[config.mk]
export PLATFORM = sky130hd
export DESIGN_NAME = sram_arb_2m
export DESIGN_NICKNAME = d
export VERILOG_FILES = /design/src/rtl/sram_arb_2m.sv
export SDC_FILE = /design/constraint.sdc
export NUM_CORES = 1
export LEC_CHECK = 0
export BUFFER_PORTS_ARGS = -buffer_cell sky130_fd_sc_hd__buf_2
export CORE_AREA = 5 5 100 102
export CTS_BUF_LIST = sky130_fd_sc_hd__clkbuf_8
export CTS_CLUSTER_DIAMETER = 80
export DETAILED_ROUTE_END_ITERATION = 10
export DIE_AREA = 0 0 105 107
export GPL_ROUTABILITY_DRIVEN = 0
export GPL_TIMING_DRIVEN = 1
export HOLD_SLACK_MARGIN = 0.1
export PLACE_DENSITY = 0.68
export SLEW_MARGIN = 40
export SYNTH_ARGS = -nofsm -noshare
export SYNTH_HDL_FRONTEND = slang
export SYNTH_SLANG_ARGS = --single-unit
[constraint.sdc]
create_clock -name CLK -period 4 [get_ports CLK]
set_input_delay 0.4 -clock CLK [delete_from_list [all_inputs] [get_ports CLK]]
set_output_delay 0.4 -clock CLK [all_outputs]
set_load 0.02 [all_outputs]
[src/rtl/sram_arb_2m.sv]
// Two-master arbiter in front of a single-port block RAM.
// Round-robin or fixed priority, bounded locking, read data routed to issuer.
module sram_arb_2m #(
  parameter int AW            = 16,
  parameter int PRIORITY_MODE = 0,
  parameter int LOCK_MAX      = 16
) (
  input  logic          CLK,
  input  logic          RESETn,
  input  logic          m0_req,
  input  logic          m0_write,
  input  logic [AW-1:0] m0_addr,
  input  logic [31:0]   m0_wdata,
  input  logic [3:0]    m0_wstrb,
  input  logic          m0_lock,
  output logic          m0_gnt,
  output logic          m0_rvalid,
  output logic [31:0]   m0_rdata,
  input  logic          m1_req,
  input  logic          m1_write,
  input  logic [AW-1:0] m1_addr,
  input  logic [31:0]   m1_wdata,
  input  logic [3:0]    m1_wstrb,
  input  logic          m1_lock,
  output logic          m1_gnt,
  output logic          m1_rvalid,
  output logic [31:0]   m1_rdata,
  output logic [AW-1:0] sram_addr,
  output logic [31:0]   sram_wdata,
  output logic [3:0]    sram_wren,
  output logic          sram_cs,
  input  logic [31:0]   sram_rdata
);

  typedef enum logic [1:0] {
    IDLE  = 2'd0,
    LOCK0 = 2'd1,
    LOCK1 = 2'd2
  } lock_st_t;

  localparam logic [7:0] LOCK_LIM = 8'(LOCK_MAX);

  lock_st_t   lock_st;
  logic       last_gnt;
  logic [1:0] rd_owner;
  logic [7:0] lock_cnt;
  logic [7:0] lock_cnt_nxt;

  logic g0;
  logic g1;
  logic any_gnt;
  logic gnt_write;
  logic gnt_lock;

  always_comb begin
    g0 = 1'b0;
    g1 = 1'b0;
    if (RESETn) begin
      unique case (1'b1)
        (lock_st == LOCK0): g0 = m0_req;
        (lock_st == LOCK1): g1 = m1_req;
        default: begin
          if (m0_req && m1_req) begin
            if (PRIORITY_MODE != 0 || last_gnt)
              g0 = 1'b1;
            else
              g1 = 1'b1;
          end else begin
            g0 = m0_req;
            g1 = m1_req;
          end
        end
      endcase
    end
  end

  assign m0_gnt  = g0;
  assign m1_gnt  = g1;
  assign any_gnt = g0 | g1;
  assign sram_cs = any_gnt;

  always_comb begin
    sram_addr  = '0;
    sram_wdata = '0;
    sram_wren  = 4'b0000;
    gnt_write  = 1'b0;
    gnt_lock   = 1'b0;
    unique case (1'b1)
      g0: begin
        sram_addr  = m0_addr;
        sram_wdata = m0_wdata;
        sram_wren  = m0_write ? m0_wstrb : 4'b0000;
        gnt_write  = m0_write;
        gnt_lock   = m0_lock;
      end
      g1: begin
        sram_addr  = m1_addr;
        sram_wdata = m1_wdata;
        sram_wren  = m1_write ? m1_wstrb : 4'b0000;
        gnt_write  = m1_write;
        gnt_lock   = m1_lock;
      end
      default: ;
    endcase
  end

  assign lock_cnt_nxt = lock_cnt + 8'd1;

  always_ff @(posedge CLK) begin
    if (!RESETn) begin
      lock_st  <= IDLE;
      last_gnt <= 1'b1;
      rd_owner <= 2'b00;
      lock_cnt <= 8'd0;
    end else begin
      rd_owner <= {any_gnt & ~gnt_write, g1};
      if (any_gnt)
        last_gnt <= g1;
      unique case (lock_st)
        IDLE: begin
          if (any_gnt && gnt_lock) begin
            lock_st  <= g0 ? LOCK0 : LOCK1;
            lock_cnt <= 8'd1;
          end
        end
        LOCK0, LOCK1: begin
          // no grant here means the owner dropped its request
          if (!any_gnt || !gnt_lock || lock_cnt_nxt == LOCK_LIM) begin
            lock_st  <= IDLE;
            lock_cnt <= 8'd0;
          end else begin
            lock_cnt <= lock_cnt_nxt;
          end
        end
        default: begin
          lock_st  <= IDLE;
          lock_cnt <= 8'd0;
        end
      endcase
    end
  end

  assign m0_rvalid = RESETn & rd_owner[1] & ~rd_owner[0];
  assign m1_rvalid = RESETn & rd_owner[1] &  rd_owner[0];
  assign m0_rdata  = m0_rvalid ? sram_rdata : 32'd0;
  assign m1_rdata  = m1_rvalid ? sram_rdata : 32'd0;

endmodule

==> reports/summary.txt <==
Status - complete, no violations
Pwr dens - 384 nW/um^2
Core ar. - 9020 sq um
Seq pwr share - 14.2%
Switching pwr - 0.654 mW
Dpl cells - 595
Relative slew slack - 59.7%
Power Total - 1.24 mW
Final Setup Violations - 0
Post-Route Utilization - 35.9%
Asr flop ratio synth - 0%
Max_cap viols - 0
Final HPWL DP - 7980 um
Cells after Synth - 240
CTS tree - built
DRT iter0 DRCs - 171
PostCTS Resize Cnt - 0
Dpl ws - 1.26 ns
Switching Share - 52.5%
CP Data Arrival Time - 2.60 ns
Reg2Reg Depth - 8
WL/cell - 15.3 um
Hold_sp - RESETn
RSZ-0062 raised after global routing - false
Antenna violations before repair - 0
GRT Util Overall - 14.4%
Crit end category - output pin
First-pass GRT wire length - 13,500 um
Peak Freq - 0.333 GHz
Peak VDD IR - 0.000226 V
Clock skew after layout - 0.00275 ns
Least-Margin Pin Slew - 0.604 ns
Worst setup margin - 0.997 ns
TritonCTS Buffers - 3
Crit Path Max Fanout - 35
Clock Path Buffers - 2
Die extent in y - 107 um
Design Area, Final - 3240 sq um
Sequential area share after synthesis - 14.5%
Post-Syn Nets - 390
Row cnt - 35
Fill cells - 944
Ys Warns - 0
P_int - 0.591 mW
Leak - 1.96 nW
Final setup TNS - 0 ns
Nets - 639
Worst Setup EP - sram_wren[1]
Mapped Area - 1800 sq um
Dpl cell area - 3190 sq um
I/O pin count - 265
Reg clk slew, reported paths - 0.06 ns
Final Cycle Share - 75.1%
Main synth FF type - dfxtp_1
Inserted Diodes - 0
Share of cells above drive strength 1 - 56.8%
Clk_lat worst skew - 0.25 ns
R2R Path End - lock_cnt[3]
HP Class - primary input to register
Avg Inst Size Synth - 7.49 sq um
Detail Route Antenna Nets - 0
H-tree lvl count - 1
R2R Path Start - lock_st[0]
Yosys reg bits - 13
Die Area - 11,200 sq um
Critical path type - register to output pin
Setup bufs post-CTS - 0
DR DRC count - 0
Comb pwr share - 76.2%
DR pass1 iterations - 4
Non-Filler Instances - 599
Minimum clock period - 3.00 ns
Critical path required time - 3.60 ns
DR vias - 2,771
Pins Over Slew Limit - 0
CP Launch Type - register
Total wire length - 9170 um
Yosys cell types - 39
CTS root buf - clkbuf_8
CTS Sinks - 13
Hold WS - 0.426 ns
CP Launch Point - lock_st[0]
Vias in the first global route - 2,731
# port buffers - 264
Post-synth EDFFs - 0
FF-to-FF setup slack - 1.30 ns
Hold buffer count at cts - 0
Area grow syn2layout - 80.2%
Initial Util - 19.9%
Largest net degree at the start of global routing - 60
Grt total ovfl - 0
Die width - 105 um
Final Hold Viols - 0
Clk pwr share - 9.6%
Via density - 4.63
state kept, by name, summed over array words and instances, names as in the netlist:
name	flops
last_gnt	1
lock_cnt	8
lock_st	2
rd_owner	2
power by group through the flow:
stage | clock (mW) | combinational (mW) | sequential (mW)
2_1_floorplan | 0 | 0.634 | 0.173
3_3_place_gp | 0 | 0.921 | 0.178
3_5_place_dp | 0 | 0.955 | 0.180
4_1_cts | 0.122 | 0.957 | 0.176
5_1_grt | 0.126 | 1.03 | 0.181
6_report | 0.120 | 0.948 | 0.177
layer usage:
layer,vias up,wire [um],track usage [%]
met5,-,0,0
met4,0,107,3.56
li1,1360,-,-
met3,10,907,3.37
met2,170,4670,26.6
met1,1231,3480,16.6
how the worst min path moves through the flow:
| stage | cells past startpoint | end |
|---|---|---|
| after floorplan | 2 | last_gnt |
| after global placement | 2 | last_gnt |
| after detailed placement | 2 | last_gnt |
| after CTS | 2 | rd_owner[0] |
| after global routing | 2 | last_gnt |
| final | 2 | last_gnt |
cells in the final DEF, fill, tap and decap left out, types with 2 or more instances in the layout:
master,synthesis,final
nor2b_1,5,5
buf_2,3,264
nand2_1,14,14
inv_1,6,7
clkbuf_8,0,3
a21oi_1,6,6
mux2i_1,2,2
nor3_1,2,2
and3_1,3,2
and2_1,66,66
o21ai_0,2,2
ha_1,6,6
dfxtp_1,13,13
nor2_1,9,9
a32o_1,4,4
a22o_1,48,48
o21ai_1,4,4
a31oi_1,3,3
nand3_1,5,5
cell usage after synthesis (2+ instances only):
cell      instances  area share [%]
o21ai_0           2            0.56
and3_1            3             1.0
buf_6             2             1.3
and2_1           66              23
nand3_1           5             1.4
nand2_1          14             2.9
nor2b_1           5             1.7
o2111a_1          2             1.3
dfxtp_1          13              14
nor2_1            9             1.9
a31oi_1           3             1.0
mux2i_1           2             1.1
buf_2             3            0.83
a32o_1            4             2.2
ha_1              6             4.2
inv_1             6             1.3
nor3_1            2            0.56
o21ai_1           4             1.1
clkbuf_1         17             3.5
a22o_1           48              23
a21oi_1           6             1.7
final cells by class:
type	instances	area [sq um]	area share (%)
clock buffers	3	41.3	1.27
multi-input cells	199	1420	43.7
well taps	111	139	4.29
inverters	6	22.5	0.695
repair buffers	266	1360	41.9
flip-flops and latches	13	260	8.03
clock inverters	1	3.75	0.116
cells by family (layout without fill, tap and decap cells):
kind of cell               after synthesis  in the layout  share of synthesized area, %
AOI/OAI and AO/OA                       75             75                          35.3
xor gates and xnor gates                 1              1                         0.487
adders and majority gates                6              6                          4.18
buffers and inverters                   28            276                          6.89
DFF                                     13             13                          14.5
muxes                                    2              2                          1.11
and+or+nand+nor                        115            115                          37.6
worst max-delay path, stage by stage (launching register included):
cell and delay (ns):
dfxtp_1 0.38, inv_1 0.08, ha_1 0.37, nand3b_1 0.16, o2111a_2 0.52, buf_16 0.24
and2_1 0.26, a32o_1 0.16, buf_2 0.16
(Power assumes the default switching activity.)
